===== src/rtl/polygon_query_scheduler_if.sv =====
`default_nettype none
// +----------------------------------------------------------------------+
// | polygon_query_scheduler_if                                           |
// | Query, checker-request and result handshakes of the polygon          |
// | query scheduler.                                                     |
// | Revision: 1.0                                                        |
// +----------------------------------------------------------------------+
interface polygon_query_scheduler_if #(
  parameter int NUM_POLYS = 4,
  parameter int COORD_W   = 32
);
  localparam int c_num_w = $clog2(NUM_POLYS + 1);
  localparam int c_sel_w = (NUM_POLYS > 1) ? $clog2(NUM_POLYS) : 1;

  logic                      query_valid_in;
  logic                      query_ready_out;
  logic signed [COORD_W-1:0] x_in;
  logic signed [COORD_W-1:0] y_in;
  logic [c_num_w-1:0]        num_polys_in;

  logic                      chk_valid_out;
  logic [c_sel_w-1:0]        chk_sel_out;
  logic signed [COORD_W-1:0] chk_x_out;
  logic signed [COORD_W-1:0] chk_y_out;
  logic                      chk_hit_in;

  logic                      result_valid_out;
  logic                      result_ready_in;
  logic                      hit_out;
  logic [c_sel_w-1:0]        hit_idx_out;
  logic [NUM_POLYS-1:0]      hit_mask_out;

  modport slave (
    input  query_valid_in, x_in, y_in, num_polys_in, chk_hit_in, result_ready_in,
    output query_ready_out, chk_valid_out, chk_sel_out, chk_x_out, chk_y_out,
           result_valid_out, hit_out, hit_idx_out, hit_mask_out
  );

  modport master (
    output query_valid_in, x_in, y_in, num_polys_in, chk_hit_in, result_ready_in,
    input  query_ready_out, chk_valid_out, chk_sel_out, chk_x_out, chk_y_out,
           result_valid_out, hit_out, hit_idx_out, hit_mask_out
  );
endinterface
`default_nettype wire


===== src/rtl/polygon_query_scheduler.sv =====
`default_nettype none
// +----------------------------------------------------------------------+
// | polygon_query_scheduler                                              |
// | Fans one query point out to a shared pipelined point-in-polygon      |
// | checker, one request per polygon, and gathers the hit mask.          |
// | Revision: 1.0                                                        |
// +----------------------------------------------------------------------+
module polygon_query_scheduler #(
  parameter int NUM_POLYS   = 4,
  parameter int CHK_LATENCY = 2,
  parameter int COORD_W     = 32
) (
  input  wire logic                clk_in,
  input  wire logic                rst_in,
  polygon_query_scheduler_if.slave bus
);
  localparam int c_sel_w = (NUM_POLYS > 1) ? $clog2(NUM_POLYS) : 1;
  localparam int c_cnt_w = $clog2(NUM_POLYS + CHK_LATENCY + 1);

  typedef enum logic [1:0] {
    ST_IDLE  = 2'd0,
    ST_ISSUE = 2'd1,
    ST_DRAIN = 2'd2,
    ST_DONE  = 2'd3
  } state_t;

  state_t                    r_state;
  logic                      r_query_ready;
  logic                      r_chk_valid;
  logic [c_sel_w-1:0]        r_chk_sel;
  logic signed [COORD_W-1:0] r_chk_x;
  logic signed [COORD_W-1:0] r_chk_y;
  logic                      r_result_valid;
  logic                      r_hit;
  logic [c_sel_w-1:0]        r_hit_idx;
  logic [NUM_POLYS-1:0]      r_hit_mask;
  logic [NUM_POLYS-1:0]      r_mask;
  logic [c_cnt_w-1:0]        r_n;
  logic [c_cnt_w-1:0]        r_ret_cnt;
  logic [CHK_LATENCY-1:0]    r_sr_valid;
  logic [c_sel_w-1:0]        r_sr_sel [CHK_LATENCY];

  logic                      w_head_valid;
  logic [c_sel_w-1:0]        w_head_sel;
  logic [c_cnt_w-1:0]        w_n;
  logic [c_cnt_w-1:0]        w_ret_next;
  logic                      w_last_issue;
  logic [NUM_POLYS-1:0]      w_mask_next;
  logic [c_sel_w-1:0]        w_idx_next;

  assign w_head_valid = r_sr_valid[CHK_LATENCY-1];
  assign w_head_sel   = r_sr_sel[CHK_LATENCY-1];
  assign w_ret_next   = r_ret_cnt + c_cnt_w'(w_head_valid);
  assign w_last_issue = ((c_cnt_w'(r_chk_sel) + c_cnt_w'(1)) == r_n);

  always_comb begin
    w_n = c_cnt_w'(bus.num_polys_in);
    if (w_n > c_cnt_w'(NUM_POLYS)) begin
      w_n = c_cnt_w'(NUM_POLYS);
    end
  end

  // Mask including this cycle's returning hit, so DONE can be entered on the final return.
  always_comb begin
    w_mask_next = r_mask;
    for (int i = 0; i < NUM_POLYS; i++) begin
      if (w_head_valid && (w_head_sel == c_sel_w'(i))) begin
        w_mask_next[i] = bus.chk_hit_in;
      end
    end
    w_idx_next = '0;
    for (int i = NUM_POLYS - 1; i >= 0; i--) begin
      if (w_mask_next[i]) begin
        w_idx_next = c_sel_w'(i);
      end
    end
  end

  always_ff @(posedge clk_in) begin
    if (rst_in) begin
      r_state        <= ST_IDLE;
      r_query_ready  <= 1'b0;
      r_chk_valid    <= 1'b0;
      r_chk_sel      <= '0;
      r_chk_x        <= '0;
      r_chk_y        <= '0;
      r_result_valid <= 1'b0;
      r_hit          <= 1'b0;
      r_hit_idx      <= '0;
      r_hit_mask     <= '0;
      r_mask         <= '0;
      r_n            <= '0;
      r_ret_cnt      <= '0;
      r_sr_valid     <= '0;
      for (int k = 0; k < CHK_LATENCY; k++) begin
        r_sr_sel[k] <= '0;
      end
    end else begin
      for (int k = CHK_LATENCY - 1; k > 0; k--) begin
        r_sr_valid[k] <= r_sr_valid[k-1];
        r_sr_sel[k]   <= r_sr_sel[k-1];
      end
      r_sr_valid[0] <= r_chk_valid;
      r_sr_sel[0]   <= r_chk_sel;
      r_mask        <= w_mask_next;
      r_ret_cnt     <= w_ret_next;

      case (r_state)
        ST_IDLE: begin
          r_query_ready <= 1'b1;
          if (bus.query_valid_in && r_query_ready) begin
            r_query_ready <= 1'b0;
            r_chk_x       <= bus.x_in;
            r_chk_y       <= bus.y_in;
            r_n           <= w_n;
            r_mask        <= '0;
            r_ret_cnt     <= '0;
            if (w_n == '0) begin
              r_state        <= ST_DONE;
              r_result_valid <= 1'b1;
              r_hit          <= 1'b0;
              r_hit_idx      <= '0;
              r_hit_mask     <= '0;
            end else begin
              r_state     <= ST_ISSUE;
              r_chk_valid <= 1'b1;
              r_chk_sel   <= '0;
            end
          end
        end
        ST_ISSUE: begin
          if (w_last_issue) begin
            r_chk_valid <= 1'b0;
            r_chk_sel   <= '0;
            r_state     <= ST_DRAIN;
          end else begin
            r_chk_sel <= r_chk_sel + 1'b1;
          end
        end
        ST_DRAIN: begin
          if (w_ret_next == r_n) begin
            r_state        <= ST_DONE;
            r_result_valid <= 1'b1;
            r_hit          <= |w_mask_next;
            r_hit_idx      <= w_idx_next;
            r_hit_mask     <= w_mask_next;
          end
        end
        ST_DONE: begin
          if (bus.result_ready_in) begin
            r_state        <= ST_IDLE;
            r_result_valid <= 1'b0;
            r_query_ready  <= 1'b1;
            r_hit          <= 1'b0;
            r_hit_idx      <= '0;
            r_hit_mask     <= '0;
          end
        end
        default: r_state <= ST_IDLE;
      endcase
    end
  end

  assign bus.query_ready_out  = r_query_ready;
  assign bus.chk_valid_out    = r_chk_valid;
  assign bus.chk_sel_out      = r_chk_sel;
  assign bus.chk_x_out        = r_chk_x;
  assign bus.chk_y_out        = r_chk_y;
  assign bus.result_valid_out = r_result_valid;
  assign bus.hit_out          = r_hit;
  assign bus.hit_idx_out      = r_hit_idx;
  assign bus.hit_mask_out     = r_hit_mask;
endmodule
`default_nettype wire


===== src/flat_wrapper.sv =====
// flat-port wrapper written by rule: the top's interface ports become plain ports
module polygon_query_scheduler_flat 
#(
  parameter int NUM_POLYS   = 4,
  parameter int CHK_LATENCY = 2,
  parameter int COORD_W     = 32
)
  (clk_in, rst_in, bus_query_valid_in, bus_x_in, bus_y_in, bus_num_polys_in, bus_chk_hit_in, bus_result_ready_in, bus_query_ready_out, bus_chk_valid_out, bus_chk_sel_out, bus_chk_x_out, bus_chk_y_out, bus_result_valid_out, bus_hit_out, bus_hit_idx_out, bus_hit_mask_out);
  polygon_query_scheduler_if #(.NUM_POLYS(NUM_POLYS), .COORD_W(COORD_W)) bus_i ();
  input  wire logic clk_in;
  input  wire logic rst_in;
  input wire logic [$bits(bus_i.query_valid_in)-1:0] bus_query_valid_in;
  input wire logic [$bits(bus_i.x_in)-1:0] bus_x_in;
  input wire logic [$bits(bus_i.y_in)-1:0] bus_y_in;
  input wire logic [$bits(bus_i.num_polys_in)-1:0] bus_num_polys_in;
  input wire logic [$bits(bus_i.chk_hit_in)-1:0] bus_chk_hit_in;
  input wire logic [$bits(bus_i.result_ready_in)-1:0] bus_result_ready_in;
  output wire logic [$bits(bus_i.query_ready_out)-1:0] bus_query_ready_out;
  output wire logic [$bits(bus_i.chk_valid_out)-1:0] bus_chk_valid_out;
  output wire logic [$bits(bus_i.chk_sel_out)-1:0] bus_chk_sel_out;
  output wire logic [$bits(bus_i.chk_x_out)-1:0] bus_chk_x_out;
  output wire logic [$bits(bus_i.chk_y_out)-1:0] bus_chk_y_out;
  output wire logic [$bits(bus_i.result_valid_out)-1:0] bus_result_valid_out;
  output wire logic [$bits(bus_i.hit_out)-1:0] bus_hit_out;
  output wire logic [$bits(bus_i.hit_idx_out)-1:0] bus_hit_idx_out;
  output wire logic [$bits(bus_i.hit_mask_out)-1:0] bus_hit_mask_out;
  assign bus_i.query_valid_in = bus_query_valid_in;
  assign bus_i.x_in = bus_x_in;
  assign bus_i.y_in = bus_y_in;
  assign bus_i.num_polys_in = bus_num_polys_in;
  assign bus_i.chk_hit_in = bus_chk_hit_in;
  assign bus_i.result_ready_in = bus_result_ready_in;
  assign bus_query_ready_out = bus_i.query_ready_out;
  assign bus_chk_valid_out = bus_i.chk_valid_out;
  assign bus_chk_sel_out = bus_i.chk_sel_out;
  assign bus_chk_x_out = bus_i.chk_x_out;
  assign bus_chk_y_out = bus_i.chk_y_out;
  assign bus_result_valid_out = bus_i.result_valid_out;
  assign bus_hit_out = bus_i.hit_out;
  assign bus_hit_idx_out = bus_i.hit_idx_out;
  assign bus_hit_mask_out = bus_i.hit_mask_out;
  polygon_query_scheduler #(.NUM_POLYS(NUM_POLYS), .CHK_LATENCY(CHK_LATENCY), .COORD_W(COORD_W)) u_core (.clk_in(clk_in), .rst_in(rst_in), .bus(bus_i));
endmodule

===== config.mk =====
export PLATFORM = sky130hd
export DESIGN_NAME = polygon_query_scheduler_flat
export DESIGN_NICKNAME = d
export VERILOG_FILES = /design/src/rtl/polygon_query_scheduler_if.sv /design/src/rtl/polygon_query_scheduler.sv /design/src/flat_wrapper.sv
export SDC_FILE = /design/constraint.sdc
export NUM_CORES = 1
export LEC_CHECK = 0
export ABC_CLOCK_PERIOD_IN_PS = 2600
export CAP_MARGIN = 25
export CORE_MARGIN = 4
export CORE_UTILIZATION = 43
export CTS_CLUSTER_DIAMETER = 80
export DETAILED_ROUTE_END_ITERATION = 12
export PLACE_DENSITY_LB_ADDON = 0.08
export SLEW_MARGIN = 25
export SYNTH_ARGS = -nofsm -noshare
export SYNTH_HDL_FRONTEND = slang
export SYNTH_SLANG_ARGS = --single-unit

===== constraint.sdc =====
create_clock -name clk_in -period 2.6 [get_ports clk_in]
set_clock_uncertainty 0.05 [all_clocks]
set_input_delay 0.52 -clock clk_in [delete_from_list [all_inputs] [get_ports clk_in]]
set_output_delay 0.52 -clock clk_in [all_outputs]
set_load 0.01 [all_outputs]

## Word-level counts from Yosys, hierarchy flattened

Memory sizes are Yosys's and may differ from the RTL's.
Index checks and enable logic that the tools add are counted.

- Register bits: 90
- Memory bits (writable): 4
- Input bits: 72
- Output and inout port bits: 76
- Logic and storage cells: 106
- Memories: 1

Memory list:

| memory | depth | width | read ports | clocked after Yosys merged registers in | write ports | RTL line | source |
|---|---|---|---|---|---|---|---|
| u_core.r_sr_sel | 2 | 2 | 2 | 0 | 2 | polygon_query_scheduler.sv:41 | `logic [c_sel_w-1:0] r_sr_sel [CHK_LATENCY];` |

- $add $sub $neg: 3
- Order comparisons: 1
- Eq/ne operators: 14
- Muxes and demuxes: 53
- Bitwise gates (word level): 2
- Reduce and logical (&&, ||, !) cells: 18

Operators with widths:

| cell | count |
|---|---|
| 2-bit 2-to-1 mux | 17 |
| 4-bit 2-to-1 mux | 6 |
| 1-bit 2-to-1 mux | 19 |
| 4-bit case mux with 3 select lines | 1 |
| 3-bit 2-to-1 mux | 3 |
| 2-bit == test, second input constant | 4 |
| 2-bit by 1-bit inequality test with 1-bit output, second input constant | 4 |
| 2-bit case mux with 4 select lines | 1 |
| 4-bit AND reduction | 2 |
| 3-bit == test | 2 |
| 1-bit case mux with 3 select lines | 2 |
| 2-bit case mux with 3 select lines | 1 |
| 1-bit logical AND | 5 |
| 5-bit AND reduction | 1 |
| 2-bit by 1-bit == test with 1-bit output, second input constant | 2 |
| 2-bit zero test | 2 |
| 2-bit inequality test, second input constant | 2 |
| 1-bit case mux with 2 select lines | 2 |
| 2-bit case mux with 2 select lines | 1 |
| 2-bit AND reduction | 2 |
| 2-bit nonzero test | 2 |
| 4-bit OR reduction | 1 |
| 2-bit by 1-bit adder with 3-bit output, second input constant | 1 |
| 3-bit by 1-bit adder with 3-bit output | 1 |
| 6 further kinds | 7 |

## Longest topological paths before layout

- Depth after elaboration: 9
- Depth in mapped cells: 9
- Mapped depth without buffers: 7

## Worst setup path after synthesis

OpenSTA, ideal clock, no wires.

- Kind: reg2reg
- Start: reg u_core.r_sr_valid[1]
- End: reg u_core.r_hit_idx[0] (netlist: u_core.bus.hit_idx_out[0])
- Setup time: 117 ps
- Data arrival time: 1783 ps
- Required time: 2433 ps
- Slack: 649 ps
- Cell stages (with the launch flop): 9
- Path buffers: 1
- Period minus slack after synthesis: 1951 ps
- Cells stage by stage: dfxtp_1 > ha_1 > ha_1 > xnor2_1 > mux2_2 > nand4_1 > buf_4 > a21oi_1 > a32o_1

- Cells in the longest elaborated chain, start to end: 8
- Elaborated cells between the ends (all ways): 18
- Classes of those cells: add/sub: 1; eq/ne: 2; mux: 10; reduce/logical: 5

RTL lines:

| what | RTL line | source |
|---|---|---|
| from (decl) | polygon_query_scheduler.sv:40 | `logic [CHK_LATENCY-1:0] r_sr_valid;` |
| from (signal, indexed assignment) | polygon_query_scheduler.sv:100 | `r_sr_valid[k] <= r_sr_valid[k-1];` |
| 1-bit logical AND | polygon_query_scheduler.sv:67 | `if (w_head_valid && (w_head_sel == c_sel_w'(i))) begin` |
| 1-bit 2-to-1 mux | polygon_query_scheduler.sv:67 |  |
| 2-bit 2-to-1 mux (4 in a row) | polygon_query_scheduler.sv:73 | `if (w_mask_next[i]) begin` |
| 2-bit 2-to-1 mux | polygon_query_scheduler.sv:141 | `if (w_ret_next == r_n) begin` |
| 2-bit case mux with 3 select lines | polygon_query_scheduler.sv:108 | `case (r_state)` |
| to (signal assigned) | polygon_query_scheduler.sv:145 | `r_hit_idx <= w_idx_next;` |
| to (decl) | polygon_query_scheduler.sv:35 | `logic [c_sel_w-1:0] r_hit_idx;` |

Several ways; a longest one is shown, not always the timed one. The select of a mux whose other input is x is not followed.
A chain may end at the register's enable or synchronous reset.

## Worst setup path in the final report

Ends and elaborated chain as after synthesis.

==> results.txt <==
----------------------------------------------------
[Run status]
  Result of the run ... complete, no violations

[Die]
  Overall die width ... 99.0 um
  Total die area ... 9790 sq um
  Initial standard-cell utilization of the core ... 0.451
  FP Rows ... 32
  Die boundary height ... 99.0 um
  Top Ports ... 148
  Core Region ... 7890 sq um

[Routing]
  First-pass iteration count of the detailed router ... 4
  Initial drt markers ... 88
  Detail Route Antenna Nets ... 0
  Vias post-DR ... 3,278
  Number of vias per cell after detailed routing ... 4.85
  Remaining design rule violation count ... 0
  Detailed Route WL ... 9.14 mm
  WL per Instance ... 13.5 um

[Critical path]
  Critical path data required time ... 2.79 ns
  Depth of the most critical reg-to-reg path ... 8
  Sort of element at the end of the critical path ... register
  Critical Setup Path Class ... register to register
  Peak fanout along the critical path ... 8
  Crit path arrival time ... 2.37 ns
  Startpoint type of the worst setup path ... register

[Power]
  Power per Cell Area ... 765 nW/um^2
  Highest ir drop seen on vdd ... 0.361 mV
  Total Power Consumption ... 4.10 mW
  Cell leakage power ... 1.98 nW

[Job]
  Max Cap Violations ... 0

[Yosys]
  Net Count, Synth ... 510
  Most frequent cell after synthesis ... sky130_fd_sc_hd__nand2_1
  Area of the mapped netlist ... 3560 sq um
  Count of cell types in the netlist ... 33
  Top cell types by occurrence after synthesis ... sky130_fd_sc_hd__nand2_1 (140), sky130_fd_sc_hd__dfxtp_1 (94), sky130_fd_sc_hd__a21oi_1 (76)
  Avg Inst Size Synth ... 8.27 sq um
  Dominant synthesized flop cell ... sky130_fd_sc_hd__dfxtp_1
  Syn. warnings ... 0
  Share of synthesized registers carrying an async set or reset ... 0
  Largest cells by area after synthesis ... sky130_fd_sc_hd__dfxtp_1 (53%), sky130_fd_sc_hd__nand2_1 (15%), sky130_fd_sc_hd__a21oi_1 (11%)
  Post-synth top area share ... 0.529
  Biggest area consumer among synthesized cells ... sky130_fd_sc_hd__dfxtp_1
  Sequential-to-total area share from yosys stat ... 0.529
  Yosys reg bits ... 94
  Post-Synthesis Cells ... 430
  Number of enable flip-flop cells after synthesis ... 0

[Layout]
  Synth-to-layout area growth ... 50.7%
  Diodes inserted ... 0
  Layout cells sized above 1 ... 0.0523
  Total number of nets in the final design ... 650

[STA]
  Final cycle utilization of the critical path ... 0.836
  Achievable Freq ... 460 MHz
  Unrepaired setup endpoints after global routing ... false
  Time the final worst path needs with I/O delays and setup ... 2.17 ns
  Measured slew at the worst slew-check pin ... 0.502 ns
  Worst slack on hold paths ... 0.391 ns
  Final max-slew violation count ... 0
  Hold Vio Cnt, Final ... 0
  Post-Route Setup TNS ... 0 ns
  Headroom to the max-slew limit ... 0.665
  Number of setup violations in the final report ... 0

[Clocking]
  CTS clk-pin slew, worst paths ... 0.09 ns
  Max clock buf depth ... 2
  Clk root buf ... sky130_fd_sc_hd__clkbuf_8
  Number of clock buffers inserted by TritonCTS ... 9
  Post-CTS Setup Inserts ... 0
  Clk sinks ... 94
  Depth of the CTS H-tree ... 3
  Worst skew pair latency ... 0.34 ns
  Post-CTS Resized ... 0
  Hold buffers post-CTS ... 0
  TritonCTS clock tree ... built

[Global routing]
  Number of antenna violations at the first check in global routing ... 0
  GRT Overall Usage ... 0.187
  Largest net degree at the start of global routing ... 63
  Number of global-route vias before repair ... 3,231
  Wire length of the first global-routing pass ... 15.0 mm
  Overflow left after global routing ... 0

[Worst hold path]
  Cell depth of the worst hold path ... 1
  Type of the most critical hold path ... register to register

[Place]
  Number of buffers inserted by port buffering ... 147
  Placed wire-length estimate after detailed placement ... 6.50 mm
  Final estimated routing congestion in global placement ... 0.788

----------------------------------------------------
-- worst paths after layout --
path	from	endpoint	slack, ns
setup / recovery	u_core.r_sr_valid[1]	u_core.bus.hit_idx_out[0]	0.43
hold / removal	u_core.r_sr_valid[0]	u_core.r_sr_valid[1]	0.39
setup reg to reg	u_core.r_sr_valid[1]	u_core.bus.hit_idx_out[0]	0.43
hold reg to reg	u_core.r_sr_valid[0]	u_core.r_sr_valid[1]	0.39
-- cell type report --
class                   count  area (sq um)
well taps                 102           128
repair buffers            155          1540
clock buffers              11           141
inverters                   4          15.0
fillers                   649          2530
multi-input cells         306          1560
clock inverters             4          95.1
flip-flops and latches     94          1880
-- kinds of logic after synthesis --
group | count (synthesis) | share of synthesized area
flops | 94 | 0.529
buf+inv | 30 | 0.0338
xor+xnor | 6 | 0.0148
simple gates | 194 | 0.229
compound gates | 88 | 0.137
mux | 10 | 0.0285
fa+ha+maj | 8 | 0.0281
-- placed cells by master, fill, tap and decap left out, types with 3 or more instances in the layout --
| master | count |
|---|---|
| sky130_fd_sc_hd__xor2_1 | 4 |
| sky130_fd_sc_hd__nand3b_1 | 4 |
| sky130_fd_sc_hd__bufinv_16 | 3 |
| sky130_fd_sc_hd__nor2b_1 | 9 |
| sky130_fd_sc_hd__ha_1 | 8 |
| sky130_fd_sc_hd__buf_4 | 7 |
| sky130_fd_sc_hd__nor3b_1 | 3 |
| sky130_fd_sc_hd__clkbuf_8 | 10 |
| sky130_fd_sc_hd__nor3_1 | 3 |
| sky130_fd_sc_hd__and3_1 | 3 |
| sky130_fd_sc_hd__clkdlybuf4s50_1 | 146 |
| sky130_fd_sc_hd__inv_1 | 4 |
| sky130_fd_sc_hd__nor2_1 | 22 |
| sky130_fd_sc_hd__dfxtp_1 | 94 |
| sky130_fd_sc_hd__nand2_1 | 140 |
| sky130_fd_sc_hd__mux2i_1 | 9 |
| sky130_fd_sc_hd__a21oi_1 | 76 |
-- stage by stage --
stage               instances  cell area [sq um]  utilization  setup slack, ns
floorplan                 430               3560            -            0.649
global placement          661               5120        0.650            0.240
detailed placement        661               5120        0.650            0.149
CTS                       676               5360        0.680            0.432
global route              676               5360        0.680            0.298
finish                    676               5360        0.680            0.426
-- critical path, cell delays in order (launching register included) --
cell and delay [ns]:
sky130_fd_sc_hd__dfxtp_1 0.36, sky130_fd_sc_hd__ha_1 0.21, sky130_fd_sc_hd__ha_1 0.18, sky130_fd_sc_hd__xnor2_1 0.22, sky130_fd_sc_hd__mux2_2 0.37, sky130_fd_sc_hd__nand4_1 0.18, sky130_fd_sc_hd__buf_4 0.22, sky130_fd_sc_hd__a21oi_1 0.05
sky130_fd_sc_hd__a32o_1 0.23
-- layer usage --
| layer | part of all wire | vias up | global-route usage |
|---|---|---|---|
| met1 | 0.42 | 1490 | 0.208 |
| met3 | 0.082 | 10 | 0.0757 |
| met4 | 0.013 | 0 | 0.0641 |
| met5 | 0 | - | 0 |
| li1 | - | 1687 | - |
| met2 | 0.48 | 91 | 0.323 |
-- power breakdown --
group          switching (mW)  internal, mW
sequential              0.107          1.62
combinational           0.626         0.610
clock                   0.477         0.659
total                    1.21          2.89
-- state kept, by name, indices dropped and copies added (netlist names) --
register                     count
u_core.bus.chk_valid_out         1
u_core.bus.chk_sel_out           2
u_core.bus.chk_y_out            32
u_core.bus.hit_idx_out           2
u_core.r_state                   2
u_core.bus.hit_mask_out          4
u_core.r_sr_valid                2
u_core.r_mask                    4
u_core.r_ret_cnt                 3
u_core.bus.result_valid_out      1
u_core.r_n                       3
u_core.bus.chk_x_out            32
u_core.r_sr_sel                  4
u_core.bus.hit_out               1
u_core.bus.query_ready_out       1
Note: power is estimated with default switching activity, not from simulation.
